**config.mk**
```make
export PLATFORM = sky130hd
export DESIGN_NAME = button_conditioner
export DESIGN_NICKNAME = d
export VERILOG_FILES = /design/src/rtl/button_conditioner.sv
export SDC_FILE = /design/constraint.sdc
export NUM_CORES = 1
export LEC_CHECK = 0
export ABC_AREA = 1
export BUFFER_PORTS_ARGS = -buffer_cell sky130_fd_sc_hd__buf_2
export CORE_ASPECT_RATIO = 2
export CORE_MARGIN = 10
export CORE_UTILIZATION = 35
export CTS_BUF_LIST = sky130_fd_sc_hd__clkbuf_16
export DETAILED_ROUTE_END_ITERATION = 6
export GPL_TIMING_DRIVEN = 0
export SYNTH_ARGS = -nofsm -noshare
export SYNTH_HDL_FRONTEND = slang
export SYNTH_SLANG_ARGS = --single-unit
export TNS_END_PERCENT = 30
```
**constraint.sdc**
```tcl
create_clock -name Clk -period 3.8 [get_ports Clk]
set_clock_uncertainty 0.05 [all_clocks]
set_input_delay 0.19 -clock Clk [delete_from_list [all_inputs] [get_ports Clk]]
set_output_delay 0.19 -clock Clk [all_outputs]
set_load 0.01 [all_outputs]
```
**src/rtl/button_conditioner.sv**
```systemverilog
// button_conditioner: per-button 2-flop synchronizer, debounce FSM and
// press-enable generator for the board push-buttons {L,R,U,D,C}.
// Optional auto-repeat on btn_mcen is enabled by defining BTN_AUTOREPEAT_EN;
// without it, btn_mcen is identical to btn_scen.
module button_conditioner #(
  parameter int unsigned N_BTN           = 5,
  parameter int unsigned DEBOUNCE_CYCLES = 2_500_000,
  parameter int unsigned REPEAT_DELAY    = 50_000_000,
  parameter int unsigned REPEAT_PERIOD   = 12_500_000
) (
  input  logic             Clk,
  input  logic             reset,
  input  logic [N_BTN-1:0] btn_raw,
  output logic [N_BTN-1:0] btn_db,
  output logic [N_BTN-1:0] btn_scen,
  output logic [N_BTN-1:0] btn_mcen
);

  localparam int unsigned CNT_W = (DEBOUNCE_CYCLES > 1) ? $clog2(DEBOUNCE_CYCLES) : 1;
  localparam logic [CNT_W-1:0] CNT_LAST = CNT_W'(DEBOUNCE_CYCLES - 1);

  typedef enum logic [2:0] {
    IDLE  = 3'd0,
    PWAIT = 3'd1,
    PULSE = 3'd2,
    HELD  = 3'd3,
    RWAIT = 3'd4
  } state_t;

  // Reject parameter sets the timing model cannot honour.
  if (DEBOUNCE_CYCLES < 1 || REPEAT_DELAY < 2 || REPEAT_PERIOD < 1) begin : g_bad_cfg
    $error("button_conditioner: invalid timing parameters");
  end

  logic [N_BTN-1:0] sync1;
  logic [N_BTN-1:0] sync;

  // Two-stage synchronizer for the asynchronous pin levels.
  always_ff @(posedge Clk or posedge reset) begin
    if (reset) begin
      sync1 <= '0;
      sync  <= '0;
    end else begin
      sync1 <= btn_raw;
      sync  <= sync1;
    end
  end

  for (genvar gi = 0; gi < int'(N_BTN); gi++) begin : g_btn
    state_t           state, state_nxt;
    logic [CNT_W-1:0] cnt, cnt_nxt;
    logic             db_q, scen_q, mcen_q;
    logic             db_nxt, scen_nxt, mcen_nxt;

    // Debounce next-state and next-output decode; outputs follow next state.
    always_comb begin
      state_nxt = state;
      cnt_nxt   = cnt;
      case (state)
        IDLE: begin
          if (sync[gi]) begin
            state_nxt = PWAIT;
            cnt_nxt   = '0;
          end
        end
        PWAIT: begin
          if (!sync[gi])             state_nxt = IDLE;
          else if (cnt == CNT_LAST)  state_nxt = PULSE;
          else                       cnt_nxt   = cnt + CNT_W'(1);
        end
        PULSE: state_nxt = HELD;
        HELD: begin
          if (!sync[gi]) begin
            state_nxt = RWAIT;
            cnt_nxt   = '0;
          end
        end
        RWAIT: begin
          if (sync[gi])              state_nxt = HELD;
          else if (cnt == CNT_LAST)  state_nxt = IDLE;
          else                       cnt_nxt   = cnt + CNT_W'(1);
        end
        default: begin
          state_nxt = IDLE;
          cnt_nxt   = '0;
        end
      endcase
      db_nxt   = (state_nxt == PULSE) || (state_nxt == HELD) || (state_nxt == RWAIT);
      scen_nxt = (state_nxt == PULSE);
    end

`ifdef BTN_AUTOREPEAT_EN
    localparam int unsigned REP_MAX = (REPEAT_DELAY > REPEAT_PERIOD) ? REPEAT_DELAY : REPEAT_PERIOD;
    localparam int unsigned REP_W   = $clog2(REP_MAX + 1);

    logic [REP_W-1:0] rem, rem_nxt;

    // Cycles left until the next repeat pulse; only PULSE/HELD cycles count.
    always_comb begin
      rem_nxt = rem;
      if (state_nxt == IDLE || state_nxt == PWAIT || state_nxt == PULSE)
        rem_nxt = REP_W'(REPEAT_DELAY);
      else if (state == PULSE || state == HELD)
        rem_nxt = (rem == '0) ? REP_W'(REPEAT_PERIOD - 1) : rem - REP_W'(1);
      mcen_nxt = scen_nxt | ((state_nxt == HELD) && (rem_nxt == '0));
    end

    // Repeat countdown register.
    always_ff @(posedge Clk or posedge reset) begin
      if (reset) rem <= REP_W'(REPEAT_DELAY);
      else       rem <= rem_nxt;
    end
`else
    assign mcen_nxt = scen_nxt;
`endif

    // State, counter and registered outputs.
    always_ff @(posedge Clk or posedge reset) begin
      if (reset) begin
        state  <= IDLE;
        cnt    <= '0;
        db_q   <= 1'b0;
        scen_q <= 1'b0;
        mcen_q <= 1'b0;
      end else begin
        state  <= state_nxt;
        cnt    <= cnt_nxt;
        db_q   <= db_nxt;
        scen_q <= scen_nxt;
        mcen_q <= mcen_nxt;
      end
    end

    assign btn_db[gi]   = db_q;
    assign btn_scen[gi] = scen_q;
    assign btn_mcen[gi] = mcen_q;
  end

endmodule
```
==> results of run 1 <==
==> critical path: cells and delay by family (launching register included) <==
kind	cells	cell delay, ns
adder cells (fa/ha/maj)	1	0.32
flip-flops	1	0.43
AND/OR/NAND/NOR	7	1.02
buffers and inverters	1	0.27
==> how the worst min path moves through the flow <==
stage / startpoint / end / cells after the start
global placement: btn_raw[0] / sync1[0] / 1
floorplan: btn_raw[0] / sync1[0] / 0
detailed placement: btn_raw[2] / sync1[2] / 1
finish: sync1[0] / sync[0] / 0
CTS: btn_raw[1] / sync1[1] / 2
global route: sync1[2] / sync[2] / 0
==> cell type report <==
type	instances	area [µm²]	share of cell area, %
inverters	105	398	3.79
clock inverters	15	184	1.75
clock buffers	17	425	4.05
multi-input cells	1095	4890	46.6
plain buffers	45	310	2.96
repair buffers	30	225	2.15
flip-flops and latches	145	3630	34.6
well taps	344	430	4.10
==> cell families (layout without fill, tap and decap cells) <==
logic type               count (synthesis)  after routing  share of synthesized area, %
XOR/XNOR                                59             59                          5.60
adder cells (fa/ha/maj)                  5              5                         0.678
flip-flops                             145            145                          39.3
AO/OA/AOI/OAI                           83             83                          4.92
AND/OR/NAND/NOR                        948            948                          41.8
buffers and inverters                  150            212                          7.64
==> metal layers <==
layer  vias up  wire (µm)
li1       4458          -
met1      3899       8370
met2       139      13500
met3        71        531
met4         0       1140
met5         -          0
==> synth_stat cells <==
library cell    n
a21oi_1         9
nand2_1       531
clkbuf_1        9
and2_1          3
nor3_1         13
buf_2           8
dfrtp_1       145
o21ai_2         2
nand3_1       138
xor2_1         50
and3_1          1
o21ai_4         1
nor3_2          1
o21ai_0        47
nand3b_1        6
xnor2_1         9
a31oi_1         2
ha_1            5
o21bai_1        3
o21ai_1        16
inv_1         105
o211a_1         1
nand3_2         3
nor3b_1         1
buf_6           7
nor2_1        231
o211ai_1        1
nor2_2          1
buf_4          21
nand4_1        17
or2_2           2
a21boi_0        1
==> report_power, final <==
part	internal (mW)	switching (mW)	total, mW
registers	1.59	0.0648	1.65
logic	0.0907	0.204	0.295
clock network	1.04	0.705	1.74
==> state kept, by name, summed over array words and instances (netlist names) <==
signal / cells
sync: 5
sync1: 5
g_btn.db_q: 5
g_btn.state: 15
g_btn.cnt: 110
g_btn.mcen_q: 5
==> per-stage QoR <==
| step | hold slack, ns | util [%] | setup slack [ns] |
|---|---|---|---|
| 5_1_grt | 0.317 | 40.1 | 1.35 |
| 2_1_floorplan | 0.171 | - | 1.74 |
| 4_1_cts | 0.301 | 40.1 | 1.55 |
| 6_report | 0.298 | 40.1 | 1.59 |
| 3_3_place_gp | 0.250 | 37.3 | 0.637 |
| 3_5_place_dp | 0.249 | 37.5 | 1.57 |
==> timing repair <==
action,in CTS,in global routing
endpoints found under the hold margin,40,0
hold buffers,6,0
buffers inserted,0,0
==> flow_results.xml, run 1 <==
<?xml version="1.0" encoding="UTF-8"?>
<metrics>
  <group name="run_status">
    <metric name="status" unit="">completed</metric>
  </group>
  <group name="power_and_ir_drop">
    <metric name="power_total" unit="mW">3.69</metric>
    <metric name="leakage" unit="nW">4.88</metric>
    <metric name="worst_ir_drop_vdd" unit="µV">203</metric>
    <metric name="powerDensity" unit="nW/µm²">352</metric>
  </group>
  <group name="global_routing">
    <metric name="grt_most_used_layer" unit="">met2</metric>
    <metric name="globalRouteMet1Util" unit="%">13.0</metric>
    <metric name="grt.overflow.total" unit="">0</metric>
    <metric name="grt_use_met2" unit="%">28.3</metric>
    <metric name="grt_use_met3" unit="%">2.72</metric>
    <metric name="vias_in_the_first_global_route" unit="">8366</metric>
    <metric name="largest_net_degree_at_the_start_of_global_routing" unit="">41</metric>
    <metric name="grt_usage" unit="%">14.5</metric>
    <metric name="grt_antenna_before_repair" unit="">0</metric>
    <metric name="grt_first_pass_wirelength" unit="µm">39500</metric>
  </group>
  <group name="hold_path">
    <metric name="hp-class" unit="">register to register</metric>
  </group>
  <group name="critical_path">
    <metric name="critPathMostFrequentCell" unit="">nand2_1</metric>
    <metric name="critical-path-max-stage-delay" unit="ns">0.43</metric>
    <metric name="startpoint" unit="">g_btn[2].cnt[0]</metric>
    <metric name="endpoint_kind" unit="">register</metric>
    <metric name="crit_end" unit="">g_btn[2].cnt[7]</metric>
    <metric name="path_max_fanout" unit="">10</metric>
    <metric name="worst_ep_required_time" unit="ns">4.08</metric>
    <metric name="timing.reg2reg.worst_path_depth" unit="">9</metric>
    <metric name="regToRegSetupSlack" unit="ns">1.59</metric>
    <metric name="critical_path_class" unit="">register to register</metric>
    <metric name="crit_slowest_cell" unit="">dfrtp_1</metric>
    <metric name="worstReg2RegStart" unit="">g_btn[2].cnt[0]</metric>
    <metric name="startpoint_type" unit="">register</metric>
    <metric name="worst_ep_arrival_time" unit="ns">2.49</metric>
    <metric name="worstReg2RegEnd" unit="">g_btn[2].cnt[7]</metric>
    <metric name="worstPathCellList" unit="">ha_1, nand3_1, nor2_1, nand3_2, nand2_1, nand2_1, buf_2, nand2_1, nand2_1</metric>
  </group>
  <group name="route">
    <metric name="detailroute.via_count" unit="">8567</metric>
    <metric name="dr.pass1.iters" unit="">5</metric>
    <metric name="detail_route.wl_per_cell" unit="µm">13.1</metric>
    <metric name="routed_wl" unit="µm">23600</metric>
    <metric name="detail_route.iter0.violations" unit="">376</metric>
    <metric name="drc_errors" unit="">0</metric>
    <metric name="post_drt_via_cell_ratio" unit="">4.77</metric>
    <metric name="antenna_violating_nets_post_route" unit="">0</metric>
  </group>
  <group name="floorplanning">
    <metric name="area_of_the_core_region" unit="µm²">26200</metric>
    <metric name="io-pin-count" unit="">22</metric>
    <metric name="effective_utilization_at_floorplan" unit="%">35.3</metric>
    <metric name="placement_rows" unit="">84</metric>
    <metric name="dieHeight" unit="µm">250</metric>
    <metric name="floorplan.die_area" unit="µm²">33600</metric>
    <metric name="die_width" unit="µm">135</metric>
  </group>
  <group name="timing">
    <metric name="timing_hold_violations_final" unit="">0</metric>
    <metric name="max_clock_freq" unit="MHz">453</metric>
    <metric name="max-slew-margin-rel" unit="%">44.7</metric>
    <metric name="setup_tns" unit="ns">0</metric>
    <metric name="grt_setup_unrepaired" unit="">no</metric>
    <metric name="timing.final.crit_period" unit="ns">2.21</metric>
    <metric name="worst_tran_pin_value" unit="ns">0.828</metric>
    <metric name="finalCritPeriodShare" unit="%">58.1</metric>
    <metric name="finalSetupViolations" unit="">0</metric>
    <metric name="final-max-slew-violation-count" unit="">0</metric>
  </group>
  <group name="cts">
    <metric name="cts.sinks" unit="">145</metric>
    <metric name="ctsHtreeMaxLevel" unit="">4</metric>
    <metric name="maximum_number_of_buffers_from_clock_root_to_sink" unit="">2</metric>
    <metric name="worst_setup_hold_path_clk_slew" unit="ns">0.06</metric>
    <metric name="clock_tree_from_tritoncts" unit="">done</metric>
    <metric name="cts_buffers" unit="">17</metric>
    <metric name="post_cts_resize_count" unit="">0</metric>
    <metric name="worst_skew_pair_later_pin_latency" unit="ns">0.45</metric>
    <metric name="clk_root_buffer_cell" unit="">clkbuf_16</metric>
  </group>
  <group name="synthesis">
    <metric name="postSynthRegisterBits" unit="">145</metric>
    <metric name="netlist.area_leader.share" unit="%">39.3</metric>
    <metric name="syn-cell-area" unit="µm²">9230</metric>
    <metric name="ys_top_cells_by_area" unit="">dfrtp_1 (39%), nand2_1 (22%), nor2_1 (9.4%)</metric>
    <metric name="synth_cell_type_count" unit="">32</metric>
    <metric name="sequential_area_share_after_synthesis" unit="%">39.3</metric>
    <metric name="syn_avg_cell_area" unit="µm²">6.64</metric>
    <metric name="post-synth-top-area-cell" unit="">dfrtp_1</metric>
    <metric name="synthesis.instances" unit="">1390</metric>
    <metric name="synthesis.yosys.warnings" unit="">0</metric>
    <metric name="postSynthNetCount" unit="">1402</metric>
  </group>
  <group name="placed_design">
    <metric name="placed_cells_incl_taps" unit="">1758</metric>
    <metric name="dp_hpwl" unit="µm">18400</metric>
    <metric name="gp_congestion" unit="">0.952</metric>
    <metric name="placement.cell_area" unit="µm²">9820</metric>
    <metric name="io_buffers" unit="">21</metric>
  </group>
  <group name="finish">
    <metric name="final_common_cell" unit="">nand2_1</metric>
    <metric name="syn_to_final_growth" unit="%">13.8</metric>
    <metric name="design.final.nets" unit="">1451</metric>
    <metric name="post_route_cells_drive_above_1_share" unit="%">6.96</metric>
    <metric name="num-fill-cells" unit="">2722</metric>
    <metric name="layout_common_cells" unit="">nand2_1 (531), nor2_1 (231), dfrtp_1 (145)</metric>
    <metric name="post-route-cell-area" unit="µm²">10500</metric>
    <metric name="finalNonFillerCells" unit="">1796</metric>
    <metric name="diodes" unit="">0</metric>
  </group>
  <group name="run">
    <metric name="max-cap-violations" unit="">0</metric>
  </group>
</metrics>
(Power assumes the default switching activity.)
==> run 2, diff against run 1 <==
Clock period 3.8 ns to 2.2 ns, I/O delays scaled along.
==> run 2 against run 1 <==
  * Worst setup slack got worse by 1.4 ns
  * First-iteration DRC count increased by 7.4%
  * Routed wire length increased by 0.33%
  * Critical path type unchanged
  * Largest power group unchanged
==> flow_results.xml, run 2 (same netlist as run 1, synthesis figures left out) <==
<?xml version="1.0" encoding="UTF-8"?>
<metrics>
  <group name="placed_design">
    <metric name="gp_congestion" unit="">0.952</metric>
    <metric name="pre_cts_ws" unit="ns">-0.0330</metric>
    <metric name="dp_hpwl" unit="µm">18400</metric>
    <metric name="placed_cells_incl_taps" unit="">1758</metric>
    <metric name="io_buffers" unit="">21</metric>
  </group>
  <group name="floorplanning">
    <metric name="area_of_the_core_region" unit="µm²">26200</metric>
    <metric name="dieHeight" unit="µm">250</metric>
    <metric name="io-pin-count" unit="">22</metric>
    <metric name="die_width" unit="µm">135</metric>
    <metric name="effective_utilization_at_floorplan" unit="%">35.3</metric>
    <metric name="placement_rows" unit="">84</metric>
    <metric name="floorplan.die_area" unit="µm²">33600</metric>
  </group>
  <group name="cts">
    <metric name="clk_root_buffer_cell" unit="">clkbuf_16</metric>
    <metric name="clock_tree_from_tritoncts" unit="">done</metric>
    <metric name="ctsHtreeMaxLevel" unit="">4</metric>
    <metric name="maximum_number_of_buffers_from_clock_root_to_sink" unit="">2</metric>
    <metric name="worst_setup_hold_path_clk_slew" unit="ns">0.06</metric>
    <metric name="cts_buffers" unit="">17</metric>
    <metric name="cts.sinks" unit="">145</metric>
    <metric name="worst_skew_pair_later_pin_latency" unit="ns">0.45</metric>
  </group>
  <group name="finish">
    <metric name="syn_to_final_growth" unit="%">14.5</metric>
    <metric name="post_route_cells_drive_above_1_share" unit="%">8.05</metric>
    <metric name="fin_util" unit="%">40.4</metric>
    <metric name="max_flop_register" unit="">g_btn.cnt</metric>
    <metric name="largest_register_ff_count" unit="">110</metric>
    <metric name="finalNonFillerCells" unit="">1797</metric>
    <metric name="top_regs" unit="">g_btn.cnt (110), g_btn.state (15)</metric>
    <metric name="design.final.nets" unit="">1452</metric>
    <metric name="layout_common_cells" unit="">nand2_1 (530), nor2_1 (229), dfrtp_1 (141)</metric>
    <metric name="diodes" unit="">0</metric>
    <metric name="final_common_cell" unit="">nand2_1</metric>
  </group>
  <group name="global_routing">
    <metric name="grt.overflow.total" unit="">0</metric>
    <metric name="grt_usage" unit="%">14.5</metric>
    <metric name="grt_first_pass_wirelength" unit="µm">39600</metric>
    <metric name="vias_in_the_first_global_route" unit="">8377</metric>
    <metric name="largest_net_degree_at_the_start_of_global_routing" unit="">41</metric>
    <metric name="grt_antenna_before_repair" unit="">0</metric>
  </group>
  <group name="timing">
    <metric name="grt_setup_unrepaired" unit="">no</metric>
    <metric name="timing_hold_violations_final" unit="">0</metric>
    <metric name="finalWorstSetupSlack" unit="ns">0.145</metric>
    <metric name="worst_tran_pin_value" unit="ns">0.830</metric>
    <metric name="timing.final.crit_period" unit="ns">2.06</metric>
    <metric name="setup_tns" unit="ns">0</metric>
    <metric name="max-slew-margin-rel" unit="%">44.5</metric>
    <metric name="final-max-slew-violation-count" unit="">0</metric>
    <metric name="max_clock_freq" unit="MHz">487</metric>
    <metric name="finalSetupViolations" unit="">0</metric>
    <metric name="finalCritPeriodShare" unit="%">93.4</metric>
  </group>
  <group name="run">
    <metric name="max-cap-violations" unit="">0</metric>
  </group>
  <group name="route">
    <metric name="routed_wl" unit="µm">23700</metric>
    <metric name="detailroute.via_count" unit="">8610</metric>
    <metric name="detail_route.wl_per_cell" unit="µm">13.2</metric>
    <metric name="post_drt_via_cell_ratio" unit="">4.79</metric>
    <metric name="detail_route.iter0.violations" unit="">404</metric>
    <metric name="drc_errors" unit="">0</metric>
    <metric name="dr.pass1.iters" unit="">6</metric>
    <metric name="antenna_violating_nets_post_route" unit="">0</metric>
  </group>
  <group name="critical_path">
    <metric name="timing.reg2reg.worst_path_depth" unit="">9</metric>
    <metric name="worst_ep_required_time" unit="ns">2.48</metric>
    <metric name="critical_path_class" unit="">register to register</metric>
    <metric name="worst_ep_arrival_time" unit="ns">2.34</metric>
    <metric name="path_max_fanout" unit="">10</metric>
    <metric name="worstReg2RegEnd" unit="">g_btn[2].cnt[7]</metric>
    <metric name="startpoint" unit="">g_btn[2].cnt[1]</metric>
    <metric name="startpoint_type" unit="">register</metric>
    <metric name="endpoint_kind" unit="">register</metric>
    <metric name="crit_end" unit="">g_btn[2].cnt[7]</metric>
    <metric name="worstReg2RegStart" unit="">g_btn[2].cnt[1]</metric>
    <metric name="regToRegSetupSlack" unit="ns">0.14</metric>
  </group>
  <group name="power_and_ir_drop">
    <metric name="worst_ir_drop_vdd" unit="µV">353</metric>
    <metric name="leakage" unit="nW">4.88</metric>
    <metric name="powerDensity" unit="nW/µm²">608</metric>
    <metric name="power_total" unit="mW">6.42</metric>
  </group>
  <group name="hold_path">
    <metric name="hp-class" unit="">primary input to register</metric>
  </group>
  <group name="run_status">
    <metric name="status" unit="">completed</metric>
  </group>
</metrics>
-- run 2: where the power goes --
part           switching [mW]  internal, mW  leakage (nW)
clock                    1.22          1.79         0.287
combinational           0.356         0.178          2.61
sequential              0.124          2.75          1.98
total                    1.70          4.72          4.88
-- run 2: critical path, stage by stage (launching register included) --
cell,delay (ns)
dfrtp_1,0.44
ha_4,0.21
nand3_1,0.19
nor2_1,0.18
nand3_2,0.16
nand2_1,0.11
nand2_1,0.20
buf_2,0.26
nand2_1,0.09
nand2_1,0.05
-- run 2: layer usage --
metal	global-route usage (%)	up-vias	wire [µm]
met5	0	-	0
met4	9.06	0	1130
met3	2.72	66	560
met2	28.3	147	13600
met1	13.0	3934	8390
li1	-	4463	-
-- run 2: repair_timing --
action / 4_1_cts / 5_1_grt
setup buffers: 0 / 1
gates resized for setup: 2 / 17
hold buffers: 6 / 0
setup endpoints to repair: 11 / 92
pin swaps: 0 / 1
endpoints found under the hold margin: 40 / 0
-- run 2: area by class of cell --
| class | count | area [µm²] |
|---|---|---|
| inverter | 105 | 398 |
| sequential | 145 | 3630 |
| multi-input combinational | 1095 | 4950 |
| fill | 2705 | 15600 |
| clock inverter | 15 | 184 |
| clock buffer | 17 | 425 |
| timing repair buffer | 31 | 233 |
| tap | 344 | 430 |
| buffer | 45 | 315 |
-- run 2: worst min-delay path by stage --
stage               start       end  cells past startpoint
4_1_cts        btn_raw[1]  sync1[1]                      2
3_3_place_gp   btn_raw[0]  sync1[0]                      1
5_1_grt        btn_raw[1]  sync1[1]                      2
2_1_floorplan  btn_raw[0]  sync1[0]                      0
6_report       btn_raw[1]  sync1[1]                      2
3_5_place_dp   btn_raw[2]  sync1[2]                      1
-- run 2: metrics by stage --
| step | hold WS, ns | cell area, µm² |
|---|---|---|
| global route | 0.249 | 10600 |
| detailed placement | 0.169 | 9820 |
| global placement | 0.170 | 9760 |
| floorplan | 0.0914 | 9230 |
| finish | 0.250 | 10600 |
| CTS | 0.221 | 10500 |
